<file path="src/rtl/mode7_param_fetch_if.sv">
// Bank read port between the Mode7 parameter fetcher and the parameter bank.
//   rd_index : bank read address, driven by the fetcher (master)
//   rd_data  : sign-magnitude bank word, returned by the bank (slave)
interface mode7_param_fetch_if #(
  parameter int W = 24
);
  logic [3:0]   rd_index;
  logic [W-1:0] rd_data;

  modport master (output rd_index, input rd_data);
  modport slave  (input rd_index, output rd_data);
endinterface

</file>
<file path="src/rtl/mode7_param_fetch.sv">
// Mode7 parameter fetcher: on each frame_start it walks the bank read port
// over indices 0..NUM_PARAMS-1. It converts every sign-magnitude word to
// two's complement in a staging set, then commits the whole set to the
// renderer in a single edge so a frame never mixes old and new values.
// Ports:
//   clk, reset     : clock, asynchronous active-high reset
//   frame_start    : 1-cycle start-of-vblank pulse
//   bank           : bank read port (rd_index out, rd_data in)
//   params_tc      : committed two's-complement set, entry k at [W*k +: W]
//   params_valid   : a set has been committed since reset
//   params_update  : 1-cycle pulse in the cycle after a commit
//   busy           : fetch or commit in progress
//   frame_miss     : 1-cycle pulse, frame_start ignored while busy
module mode7_param_fetch #(
  parameter int NUM_PARAMS = 9,
  parameter int W          = 24,
  parameter int RD_LAT     = 1
) (
  input  logic                    clk,
  input  logic                    reset,
  input  logic                    frame_start,
  mode7_param_fetch_if.master     bank,
  output logic [NUM_PARAMS*W-1:0] params_tc,
  output logic                    params_valid,
  output logic                    params_update,
  output logic                    busy,
  output logic                    frame_miss
);

  localparam int CW = 5;

  typedef enum logic [1:0] {IDLE, FETCH, COMMIT} state_t;

  state_t              state, state_nxt;
  logic [CW-1:0]       cnt;        // edges elapsed since the accepting edge, minus one
  logic [CW-1:0]       cap_idx;
  logic                cap_en;
  logic                cap_last;
  logic signed [W-1:0] staging [NUM_PARAMS];

  function automatic logic signed [W-1:0] to_tc(input logic [W-1:0] v);
    logic signed [W-1:0] m;
    m = {1'b0, v[W-2:0]};
    // Negating a zero magnitude yields zero, so negative zero needs no special case.
    return v[W-1] ? -m : m;
  endfunction

  // The word arriving now belongs to the index issued RD_LAT edges ago.
  assign cap_en   = (state == FETCH) && ((cnt + CW'(1)) >= CW'(RD_LAT));
  assign cap_idx  = cnt + CW'(1) - CW'(RD_LAT);
  assign cap_last = cap_en && (cap_idx == CW'(NUM_PARAMS - 1));

  always_ff @(posedge clk or posedge reset) begin
    if (reset) state <= IDLE;
    else       state <= state_nxt;
  end

  always_comb begin
    state_nxt = state;
    case (state)
      IDLE:    if (frame_start) state_nxt = FETCH;
      FETCH:   if (cap_last)    state_nxt = COMMIT;
      COMMIT:                   state_nxt = IDLE;
      default:                  state_nxt = IDLE;
    endcase
  end

  always_comb begin
    busy = (state != IDLE);
  end

  always_ff @(posedge clk or posedge reset) begin
    if (reset) begin
      cnt           <= '0;
      bank.rd_index <= '0;
      params_tc     <= '0;
      params_valid  <= 1'b0;
      params_update <= 1'b0;
      frame_miss    <= 1'b0;
      for (int k = 0; k < NUM_PARAMS; k++) staging[k] <= '0;
    end else begin
      params_update <= (state == COMMIT);
      frame_miss    <= frame_start && (state != IDLE);
      case (state)
        IDLE: begin
          cnt           <= '0;
          bank.rd_index <= '0;
        end
        // fetch stage: issue addresses and capture converted words into staging
        FETCH: begin
          cnt <= cnt + CW'(1);
          if (bank.rd_index != 4'(NUM_PARAMS - 1))
            bank.rd_index <= bank.rd_index + 4'd1;
          for (int k = 0; k < NUM_PARAMS; k++)
            if (cap_en && (cap_idx == CW'(k))) staging[k] <= to_tc(bank.rd_data);
        end
        // commit stage: publish the whole staged set at once
        COMMIT: begin
          for (int k = 0; k < NUM_PARAMS; k++) params_tc[W*k +: W] <= staging[k];
          params_valid  <= 1'b1;
          bank.rd_index <= '0;
        end
        default: begin
          cnt           <= '0;
          bank.rd_index <= '0;
        end
      endcase
    end
  end

endmodule

</file>
<file path="src/flat_wrapper.sv">
// flat-port wrapper written by rule: the top's interface ports become plain ports
module mode7_param_fetch_flat 
#(
  parameter int NUM_PARAMS = 9,
  parameter int W          = 24,
  parameter int RD_LAT     = 1
)
  (clk, reset, frame_start, params_tc, params_valid, params_update, busy, frame_miss, bank_rd_index, bank_rd_data);
  mode7_param_fetch_if #(.W(W)) bank_i ();
  input  logic clk;
  input  logic reset;
  input  logic frame_start;
  output logic [NUM_PARAMS*W-1:0] params_tc;
  output logic params_valid;
  output logic params_update;
  output logic busy;
  output logic frame_miss;
  output wire logic [$bits(bank_i.rd_index)-1:0] bank_rd_index;
  input wire logic [$bits(bank_i.rd_data)-1:0] bank_rd_data;
  assign bank_rd_index = bank_i.rd_index;
  assign bank_i.rd_data = bank_rd_data;
  mode7_param_fetch #(.NUM_PARAMS(NUM_PARAMS), .W(W), .RD_LAT(RD_LAT)) u_core (.clk(clk), .reset(reset), .frame_start(frame_start), .bank(bank_i), .params_tc(params_tc), .params_valid(params_valid), .params_update(params_update), .busy(busy), .frame_miss(frame_miss));
endmodule
</file>
<file path="config.mk">
export PLATFORM = sky130hd
export DESIGN_NAME = mode7_param_fetch_flat
export DESIGN_NICKNAME = d
export VERILOG_FILES = /design/src/rtl/mode7_param_fetch_if.sv /design/src/rtl/mode7_param_fetch.sv /design/src/flat_wrapper.sv
export SDC_FILE = /design/constraint.sdc
export NUM_CORES = 1
export LEC_CHECK = 0
export BUFFER_PORTS_ARGS = -buffer_cell sky130_fd_sc_hd__buf_2
export CORE_UTILIZATION = 35
export DETAILED_ROUTE_END_ITERATION = 10
export PLACE_DENSITY = 0.51
export SYNTH_ARGS = -nofsm -noshare
export SYNTH_HDL_FRONTEND = slang
export SYNTH_SLANG_ARGS = --single-unit
</file>
<file path="constraint.sdc">
create_clock -name clk -period 21 [get_ports clk]
set_clock_uncertainty 0.2 [all_clocks]
set_input_delay 4.2 -clock clk [delete_from_list [all_inputs] [get_ports clk]]
set_output_delay 4.2 -clock clk [all_outputs]
set_load 0.01 [all_outputs]
</file>
==> reports/qor.yml, run 1 <==
totalWireLength_mm: 45.77
postSynth.topFlopCell: "sky130_fd_sc_hd__dfrtp_1"
syn_to_final_growth_pct: 19.73
dpl_cell_area_um2: 19330
route.vias.total: 11990
post_cts.resized_instances: 0
layout_worst_path_cycle_share_pct: 30.46
fp.dieH_um: 226.2
maxSlewViolCount: 0
irDropWorstVdd_mv: 0.07671
fin_worst_hold_slack_ns: 0.2558
cts_tree: "built"
timing_worst_slew_pin_value_ns: 1.187
place.port_buffers: 250
timing.final.setup_violations: 0
critPathKind: "input pin to flip-flop"
synth.lib_cells_used.distinct: 49
first_global_vias: 12310
drc: 0
timing.critical_path.to_type: "flip-flop"
core_region_area_um2: 49250
placementRows: 81
worstPathCellList: "buf_2 > inv_1 > ha_1 > nor3b_1 > nand2_1 > o41ai_4 > xor2_1 > o21ai_0"
route.antenna.remaining_nets: 0
synth_edf_count: 0
cts.hold.buffers_added: 0
worst_slew_slack_as_a_fraction_of_its_limit_pct: 20.04
cp_slowest_stage_delay_ns: 0.52
critical_path_required_ns: 21.22
maxCapViolCount: 0
global_route_wire_length_before_repair_mm: 71.81
internal_power_uw: 2099
initial_core_util_pct: 35.72
hpwl_mm: 30.06
synth-seq-cells: 446
clock_insertion_delay_worst_skew_ns: 0.58
worstHoldEndpoint: "u_core.params_tc[95]$_DFFE_PP0P_"
report.power.total_uw: 3115
number_of_stages_on_the_worst_hold_path: 2
synth_async_sr_flop_share_pct: 100.0
period_needed_ns: 6.397
final_area_um2: 21060
grtUsageTotal_pct: 18.26
min_from: "u_core.staging[143]$_DFFE_PP0P_"
fraction_of_power_spent_switching_nets_pct: 32.61
max_clock_freq_mhz: 156.3
power_frac_comb_pct: 25.6
timing.critical_path.from_type: "input pin"
power.density_cell_area_nw_per_um2: 147.9
cell_area_after_technology_mapping_um2: 17590
slowest_stage: "sky130_fd_sc_hd__nor3b_1"
status: "completed"
worst_r2r_path_depth: 7
net_count_synth: 1703
width_of_the_die_um: 226.2
leakage_power_of_the_design_uw: 0.01118
synthesis.instances: 1667
setup_tns_ns: 0
routedWlPerCell_um: 17.64
pin_count_of_the_biggest_net_entering_global_routing: 120
rsz_0062_raised_after_global_routing: "false"
cts_buffers: 49
report.final.hold_viol_count: 0
max_fanout_on_critical_path: 8
detailedRoute.firstPassIterationCount: 4
worst_ep_arrival_time_ns: 6.61
setup.reg_to_reg.worst_slack_ns: 17.72
cts-htree-levels: 2
seq_area_frac_synth_pct: 63.44
antenna_found_initial: 6
clkTransAtPathRegs_ns: 0.06
clk_path_buf_depth: 3
ys.warnings.count: 0
post_synth.cell_area_avg_um2: 10.55
clock_sink_count: 446
pwr-share-clk_pct: 29.1
drt_iter0_drc: 651
cts_root_buf: "sky130_fd_sc_hd__clkbuf_16"
final_util_pct: 42.76
timing.rr.end: "u_core.staging[84]$_DFFE_PP0P_"
switching_power_total_uw: 1016
via_per_inst: 4.620
layout_commonest_cell: "sky130_fd_sc_hd__nand2_1"
layout-drive-gt1-share_pct: 25.00
final_nets: 1923
gp_congestion: 0.8089
postCtsSetupRepairBufs: 0
fp.dieArea_um2: 51160
timing.rr.start: "u_core.cnt[0]$_DFFE_PP0N_"
sequentialPowerShare_pct: 45.3
mostFrequentLayoutCells: "sky130_fd_sc_hd__nand2_1 (763), sky130_fd_sc_hd__dfrtp_1 (446), sky130_fd_sc_hd__buf_2 (250), sky130_fd_sc_hd__mux2_2 (102), sky130_fd_sc_hd__o21ai_0 (62)"
globalRouteOverflowTotal: 0
min-delay-path-class: "flip-flop to flip-flop"
design.portCount: 251
==> power by group through the flow <==
stage               clock [uW]  sequential (uW)  combinational [uW]
finish                     905             1410                 798
detailed placement           0             1430                 814
global placement             0             1420                 797
CTS                        929             1420                 817
global route               962             1460                 904
floorplan                    0             1430                 505
==> cell usage after synthesis (2+ instances only) <==
cell type / instances / share of area, %
sky130_fd_sc_hd__mux2_4: 2 / 0.17
sky130_fd_sc_hd__dfrtp_1: 446 / 63
sky130_fd_sc_hd__o21ai_2: 6 / 0.30
sky130_fd_sc_hd__nor3_1: 6 / 0.17
sky130_fd_sc_hd__o21ai_1: 42 / 1.2
sky130_fd_sc_hd__mux2_2: 102 / 6.5
sky130_fd_sc_hd__buf_2: 11 / 0.31
sky130_fd_sc_hd__nand2b_1: 6 / 0.21
sky130_fd_sc_hd__a21o_1: 2 / 0.085
sky130_fd_sc_hd__o21ai_0: 62 / 1.8
sky130_fd_sc_hd__and2_1: 2 / 0.071
sky130_fd_sc_hd__or2_2: 2 / 0.071
sky130_fd_sc_hd__nand4_1: 2 / 0.071
sky130_fd_sc_hd__nor4_4: 2 / 0.24
sky130_fd_sc_hd__mux2_1: 16 / 1.0
sky130_fd_sc_hd__xnor2_1: 22 / 1.1
sky130_fd_sc_hd__a21oi_2: 4 / 0.20
sky130_fd_sc_hd__ha_1: 9 / 0.64
sky130_fd_sc_hd__buf_6: 14 / 0.90
sky130_fd_sc_hd__nand3_1: 5 / 0.14
sky130_fd_sc_hd__o31ai_1: 5 / 0.21
sky130_fd_sc_hd__xor2_1: 23 / 1.1
sky130_fd_sc_hd__a21oi_1: 3 / 0.085
sky130_fd_sc_hd__nand2_1: 763 / 16
sky130_fd_sc_hd__nand2_2: 5 / 0.18
sky130_fd_sc_hd__inv_1: 10 / 0.21
sky130_fd_sc_hd__o31ai_2: 3 / 0.21
sky130_fd_sc_hd__nor2_1: 7 / 0.15
sky130_fd_sc_hd__or3_1: 2 / 0.071
sky130_fd_sc_hd__o41ai_2: 3 / 0.28
sky130_fd_sc_hd__buf_1: 7 / 0.15
sky130_fd_sc_hd__clkbuf_1: 56 / 1.2
==> area by class of cell <==
cell class                 count  area, um^2
clock buffer                  70        1488
antenna                        7       17.52
tap                          664       830.8
clock inverter                18       225.2
multi-input combinational   1121        5969
timing repair buffer         259        1319
sequential                   446       11160
fill                        4903       28190
inverter                      10       52.55
==> stage by stage <==
stage,worst slack [ns],cells
floorplan,4.171,1667
global placement,14.00,2500
detailed placement,13.93,2500
CTS,14.55,2588
global route,14.40,2592
finish,14.60,2595
==> worst max-delay path, delay by kind of cell <==
kind                       cells  cell delay, ns
adders and majority gates      1            0.21
buffers and inverters          2            0.35
and+or+nand+nor                2            0.89
xor gates and xnor gates       1            0.39
AOI/OAI and AO/OA              2            0.57
==> cell families (layout without fill, tap and decap cells) <==
logic type / count (synthesis) / count (layout) / share of synthesized area, %
AOI/OAI and AO/OA: 138 / 138 / 5.093
xor gates and xnor gates: 45 / 45 / 2.240
adders and majority gates: 9 / 9 / 0.6401
buffers and inverters: 100 / 357 / 2.838
DFF: 446 / 446 / 63.44
muxes: 121 / 121 / 7.781
other: 0 / 7 / 0
and+or+nand+nor: 808 / 808 / 17.97
==> metal layers <==
metal / track usage (%) / up-vias / wire [um] / share of wire [%]
met5: 0 / - / 0 / 0
li1: - / 5774 / - / -
met4: 4.250 / 0 / 726 / 1.6
met1: 26.14 / 5944 / 22340 / 49
met3: 4.970 / 55 / 2561 / 5.6
met2: 27.39 / 217 / 20150 / 44
==> registers in the layout, indices dropped and copies added, names as in the netlist <==
signal / cells
u_core.bank.rd_index: 4
u_core.cnt: 5
u_core.frame_miss: 1
u_core.params_tc: 216
u_core.params_update: 1
u_core.params_valid: 1
u_core.staging: 216
u_core.state: 2
==> how the worst max path moves through the flow <==
stage,startpoint,to,slack (ns),cells past startpoint
2_1_floorplan,reset,u_core.bank.rd_index[0]$_DFFE_PP0P_,4.17,1
3_3_place_gp,bank_rd_data[0],u_core.staging[214]$_DFFE_PP0P_,14.00,8
3_5_place_dp,bank_rd_data[0],u_core.staging[214]$_DFFE_PP0P_,13.93,8
4_1_cts,bank_rd_data[0],u_core.staging[214]$_DFFE_PP0P_,14.55,8
5_1_grt,bank_rd_data[0],u_core.staging[212]$_DFFE_PP0P_,14.40,8
6_report,bank_rd_data[0],u_core.staging[214]$_DFFE_PP0P_,14.60,8
Power figures use the tool's default switching activity.
==> run 2, diff against run 1 <==
==> constraint.sdc (replaced) <==
create_clock -name clk -period 6.2 [get_ports clk]
set_clock_uncertainty 0.2 [all_clocks]
set_input_delay 1.24 -clock clk [delete_from_list [all_inputs] [get_ports clk]]
set_output_delay 1.24 -clock clk [all_outputs]
set_load 0.01 [all_outputs]
==> run 2 against run 1 <==
Against the previous run:
- utilization fell by 0.18 points
- clock power rose to 3.2 times the previous value
- die area did not move
==> reports/qor.yml, run 2 (synthesis results as in run 1) <==
maxCapViolCount: 0  # unchanged
design.portCount: 251  # unchanged
hpwl_mm: 29.58  # -1.6%
clock_sink_count: 446  # unchanged
report.final.hold_viol_count: 0  # unchanged
drc: 0  # unchanged
critPathKind: "input pin to flip-flop"
internal_power_uw: 6980  # +230%
globalRouteOverflowTotal: 0  # unchanged
maxSlewViolCount: 0  # unchanged
route.vias.total: 12010  # +0.13%
initial_core_util_pct: 35.72  # unchanged
antenna_found_initial: 6  # unchanged
layout-drive-gt1-share_pct: 24.73  # -0.27 points
layout_worst_path_cycle_share_pct: 54.51
irDropWorstVdd_mv: 0.1849  # +140%
core_region_area_um2: 49250  # unchanged
sequentialPowerShare_pct: 45.8  # +0.5 points
cts_root_buf: "sky130_fd_sc_hd__clkbuf_16"
max_clock_freq_mhz: 295.9
worst_ep_arrival_time_ns: 3.59  # -3.02 ns
rsz_0062_raised_after_global_routing: "false"
cts_tree: "built"
fin_worst_hold_slack_ns: 0.2587  # +0.002962 ns
fraction_of_power_spent_switching_nets_pct: 32.72  # +0.11 points
cts-htree-levels: 2  # unchanged
power.density_cell_area_nw_per_um2: 494.6  # +230%
report.power.total_uw: 10370  # +230%
post_cts.resized_instances: 0  # unchanged
clkTransAtPathRegs_ns: 0.06  # about the same
switching_power_total_uw: 3394  # +230%
detailedRoute.firstPassIterationCount: 4  # unchanged
place.port_buffers: 250  # unchanged
fp.dieArea_um2: 51160  # unchanged
timing.critical_path.to_type: "flip-flop"
syn_to_final_growth_pct: 19.23
dpl_cell_area_um2: 19350  # about the same
route.antenna.remaining_nets: 0  # unchanged
n_fill_cell: 4993  # +1.8%
postCtsSetupRepairBufs: 0  # unchanged
totalWireLength_mm: 45.77  # about the same
timing.rr.start: "u_core.cnt[0]$_DFFE_PP0N_"
routedWlPerCell_um: 17.68  # +0.22%
cts.hold.buffers_added: 0  # unchanged
drt_iter0_drc: 591  # -9.2%
layout_commonest_cell: "sky130_fd_sc_hd__nand2_1"
power_frac_comb_pct: 26.2  # +0.6 points
worst_setup_path_startpoint: "bank_rd_data[0]"
grtUsageTotal_pct: 18.32  # +0.066 points
mostFrequentLayoutCells: "sky130_fd_sc_hd__nand2_1 (763), sky130_fd_sc_hd__dfrtp_1 (446), sky130_fd_sc_hd__buf_2 (250), sky130_fd_sc_hd__mux2_2 (102), sky130_fd_sc_hd__o21ai_0 (62)"
clock_insertion_delay_worst_skew_ns: 0.58  # about the same
min-delay-path-class: "flip-flop to flip-flop"
leakage_power_of_the_design_uw: 0.01113  # -0.45%
cts_buffers: 48  # -2.0%
final_nets: 1920  # -0.16%
min_from: "u_core.staging[55]$_DFFE_PP0P_"
first_global_vias: 12260  # -0.42%
final_area_um2: 20980  # -0.42%
timing.critical_path.from_type: "input pin"
fp.dieH_um: 226.2  # unchanged
final_util_pct: 42.59  # -0.18 points
placementRows: 81  # unchanged
largest_registers: "u_core.params_tc x216, u_core.staging x216, u_core.cnt x5"
width_of_the_die_um: 226.2  # unchanged
pwr-share-clk_pct: 28.1  # -1.0 points
global_route_wire_length_before_repair_mm: 71.89  # +0.12%
via_per_inst: 4.637  # +0.36%
status: "completed"
timing.final.setup_violations: 0  # unchanged
timing_worst_slew_pin_value_ns: 1.089  # -0.09795 ns
worst_slew_slack_as_a_fraction_of_its_limit_pct: 27.25  # +7.2 points
clk_path_buf_depth: 3  # unchanged
critical_path_required_ns: 6.41  # -14.81 ns
period_needed_ns: 3.379
gp_congestion: 0.7672  # -5.2%
pin_count_of_the_biggest_net_entering_global_routing: 167  # +39%
max_fanout_on_critical_path: 8  # unchanged
run 2: power groups by stage:
stage                     registers (uW)  clock network [uW]  logic, uW
after floorplan                     4840                   0       1710
after global placement              4770                   0       2730
after detailed placement            4790                   0       2780
after CTS                           4760                3010       2790
after global routing                4910                3110       3090
final                               4750                2910       2710
run 2: critical path, cell delays in order:
cell and delay [ns]:
sky130_fd_sc_hd__buf_2 0.18, sky130_fd_sc_hd__inv_1 0.20, sky130_fd_sc_hd__ha_1 0.21, sky130_fd_sc_hd__nor3b_1 0.46, sky130_fd_sc_hd__nand2_1 0.36, sky130_fd_sc_hd__o41ai_4 0.44
sky130_fd_sc_hd__xor2_1 0.36, sky130_fd_sc_hd__o21ai_0 0.13
run 2: area by class of cell:
class	instances	area, um^2	share of cell area (%)
Inverter	10	48.80	0.2326
Antenna cell	4	10.01	0.04772
Tap cell	664	830.8	3.961
Clock buffer	71	1449	6.908
Multi-Input combinational cell	1121	5969	28.46
Timing Repair Buffer	257	1341	6.395
Clock inverter	16	165.2	0.7874
Sequential cell	446	11160	53.21
run 2: routing by layer:
metal / global-route usage (%) / vias up / share of wire (%)
met4: 4.228 / 0 / 1.8
met3: 5.998 / 63 / 7.3
met5: 0 / - / 0
met1: 25.37 / 5963 / 47
met2: 27.73 / 219 / 44
li1: - / 5760 / -
run 2: path summary, 6_finish.rpt:
check | cells past startpoint | end | slack [ns]
max | 8 | u_core.staging[214]$_DFFE_PP0P_ | 2.82
min in group asynchronous | 2 | u_core.params_tc[2]$_DFFE_PP0P_ | 0.45
min | 2 | u_core.params_tc[151]$_DFFE_PP0P_ | 0.26
max in group asynchronous | 3 | u_core.params_tc[159]$_DFFE_PP0P_ | 4.12
min reg2reg | 2 | u_core.params_tc[151]$_DFFE_PP0P_ | 0.26
max reg2reg | 7 | u_core.staging[66]$_DFFE_PP0P_ | 2.94
run 2: metrics by stage:
stage | std cells | setup slack (ns) | setup TNS [ns]
global route | 2586 | 2.597 | 0
detailed placement | 2498 | 2.191 | 0
finish | 2589 | 2.821 | 0
floorplan | 1667 | -1.269 | -566.05
CTS | 2585 | 2.810 | 0
global placement | 2498 | 2.224 | 0
==> run 3, diff against run 2 <==
--- a/config.mk
+++ b/config.mk
@@ -8,7 +8,7 @@
 export BUFFER_PORTS_ARGS = -buffer_cell sky130_fd_sc_hd__buf_2
 export CORE_UTILIZATION = 35
 export DETAILED_ROUTE_END_ITERATION = 10
-export PLACE_DENSITY = 0.51
+export PLACE_DENSITY = 0.53
 export SYNTH_ARGS = -nofsm -noshare
 export SYNTH_HDL_FRONTEND = slang
 export SYNTH_SLANG_ARGS = --single-unit
==> constraint.sdc (replaced) <==
create_clock -name clk -period 3.09 [get_ports clk]
set_clock_uncertainty 0.2 [all_clocks]
set_input_delay 0.618 -clock clk [delete_from_list [all_inputs] [get_ports clk]]
set_output_delay 0.618 -clock clk [all_outputs]
set_load 0.01 [all_outputs]
==> run 3 against run 2 <==
Against the previous run:
- non-clock buffer count grew 46
- via count up 2.2%
- sequential power up 100%
- clock-buffer cell count fell by 2
- critical path type is now flip-flop to flip-flop
==> reports/qor.yml, run 3 (synthesis results as in run 1) <==
min-delay-path-class: "input pin to flip-flop"
globalRouteOverflowTotal: 0  # unchanged
initial_core_util_pct: 35.72  # unchanged
pin_count_of_the_biggest_net_entering_global_routing: 220  # +32%
rsz_0062_raised_after_global_routing: "false"
cp_slowest_stage_delay_ns: 0.48  # +0.02 ns
detailedRoute.firstPassIterationCount: 4  # unchanged
fin_worst_hold_slack_ns: 0.07800  # -0.1807 ns
via_per_inst: 4.676  # +0.85%
cts_tree: "built"
worst_ep_arrival_time_ns: 3.06  # -0.53 ns
gp_congestion: 0.8373  # +9.1%
max_fanout_on_critical_path: 26  # +18
routedWlPerCell_um: 17.73  # +0.30%
post-place-ws_ns: -0.02068  # -2.212 ns
clkTransAtPathRegs_ns: 0.06  # about the same
global_route_wire_length_before_repair_mm: 73.15  # +1.8%
worst_slew_slack_as_a_fraction_of_its_limit_pct: 30.81  # +3.6 points
timing.critical_path.from_type: "flip-flop"
route.vias.total: 12280  # +2.2%
design.portCount: 251  # unchanged
grtUsageTotal_pct: 18.59  # +0.27 points
max_clock_freq_mhz: 356.2
path_delay_family: "compound AO/OA/AOI/OAI gates"
period_needed_ns: 2.807
critical_path_required_ns: 3.34  # -3.07 ns
power.density_cell_area_nw_per_um2: 964.6  # +95%
drt_iter0_drc: 620  # +4.9%
width_of_the_die_um: 226.2  # unchanged
totalWireLength_mm: 46.55  # +1.7%
layout_cells_excl_fill: 2625  # +1.4%
postCtsSetupRepairBufs: 0  # unchanged
core_region_area_um2: 49250  # unchanged
timing.final.setup_violations: 0  # unchanged
clock_sink_count: 446  # unchanged
route.antenna.remaining_nets: 0  # unchanged
layout_commonest_cell: "sky130_fd_sc_hd__nand2_1"
clk_path_buf_depth: 3  # unchanged
post_place_cells: 2543  # +1.8%
area_used_by_multi_input_combinational_logic_um2: 5969  # unchanged
timing_worst_slew_pin_value_ns: 1.038  # -0.05101 ns
report.final.hold_viol_count: 0  # unchanged
cts_root_buf: "sky130_fd_sc_hd__clkbuf_16"
layout-drive-gt1-share_pct: 25.98  # +1.3 points
first_global_vias: 12540  # +2.3%
clock_insertion_delay_worst_skew_ns: 0.57  # about the same
final_nets: 1966  # +2.4%
mostFrequentLayoutCells: "sky130_fd_sc_hd__nand2_1 (763), sky130_fd_sc_hd__dfrtp_1 (446), sky130_fd_sc_hd__buf_2 (250), sky130_fd_sc_hd__mux2_2 (102), sky130_fd_sc_hd__o21ai_0 (62)"
drc: 0  # unchanged
maxSlewViolCount: 0  # unchanged
maxCapViolCount: 0  # unchanged
layout_worst_path_cycle_share_pct: 90.85
pnr_worst_setup_slack_ns: 0.2827  # -2.538 ns
n_fill_cell: 4868  # -2.5%
fp.dieArea_um2: 51160  # unchanged
register_area_um2: 11160  # unchanged
critPathKind: "flip-flop to flip-flop"
slowest_stage: "sky130_fd_sc_hd__dfrtp_1"
fp.dieH_um: 226.2  # unchanged
placementRows: 81  # unchanged
irDropWorstVdd_mv: 0.4151  # +120%
hpwl_mm: 30.87  # +4.4%
crit_buf_inv: 2  # unchanged
place.port_buffers: 250  # unchanged
syn_to_final_growth_pct: 21.07
leakage_power_of_the_design_uw: 0.01132  # +1.6%
timing.critical_path.to_type: "flip-flop"
cts_buffers: 48  # unchanged
antenna_found_initial: 4  # -2
worstPathCellList: "inv_1 > ha_1 > nor4_4 > a211oi_2 > a31oi_4 > a211oi_4 > buf_12 > mux2_1"
setup_tns_ns: 0  # unchanged
largest_registers: "u_core.params_tc x216, u_core.staging x216, u_core.cnt x5"
status: "completed"
cts-htree-levels: 2  # unchanged
[run 3: through the flow]
stage / total power (uW) / instance area, um^2 / utilization (%)
6_report: 20550 / 21300 / 43.24
5_1_grt: 21990 / 21290 / 43.23
3_5_place_dp: 15320 / 19830 / 40.25
4_1_cts: 20880 / 21290 / 43.23
3_3_place_gp: 15140 / 19830 / 40.25
2_1_floorplan: 13140 / 17600 / -
[run 3: cell type report]
class,instances,area share [%]
Multi-Input combinational cell,1121,28.03
Timing Repair Buffer,303,8.577
Antenna cell,2,0.02350
Tap cell,664,3.901
Clock buffer,69,6.532
Clock inverter,10,0.3113
Inverter,10,0.2291
Sequential cell,446,52.40
[run 3: metal layers]
metal	track usage [%]	wire length, um	vias to the layer above
li1	-	-	5861
met1	27.38	22770	6082
met2	27.89	20530	269
met3	3.448	2376	63
met4	5.013	863	0
met5	0	0	-
[run 3: where the power goes]
group	switching [uW]	total (uW)	internal [uW]
clock network	2290	5400	3100
registers	1460	9650	8190
logic	3060	5500	2440
[run 3: what timing repair did]
item	in CTS	in global routing
hold buffers	1	0
gates resized for setup	0	0
endpoints found under the setup margin	0	0
hold endpoints to repair	11	0
[run 3: final timing paths]
kind | start | to | slack, ns | depth (start not counted)
min in group asynchronous | reset | u_core.staging[175]$_DFFE_PP0P_ | 0.47 | 3
hold reg to reg | u_core.staging[98]$_DFFE_PP0P_ | u_core.params_tc[98]$_DFFE_PP0P_ | 0.26 | 2
max in group asynchronous | reset | u_core.params_tc[86]$_DFFE_PP0P_ | 1.22 | 4
hold / removal | frame_start | u_core.frame_miss$_DFF_PP0_ | 0.08 | 2
setup / recovery | u_core.cnt[1]$_DFFE_PP0N_ | u_core.staging[15]$_DFFE_PP0P_ | 0.28 | 8
setup reg to reg | u_core.cnt[1]$_DFFE_PP0N_ | u_core.staging[15]$_DFFE_PP0P_ | 0.28 | 8
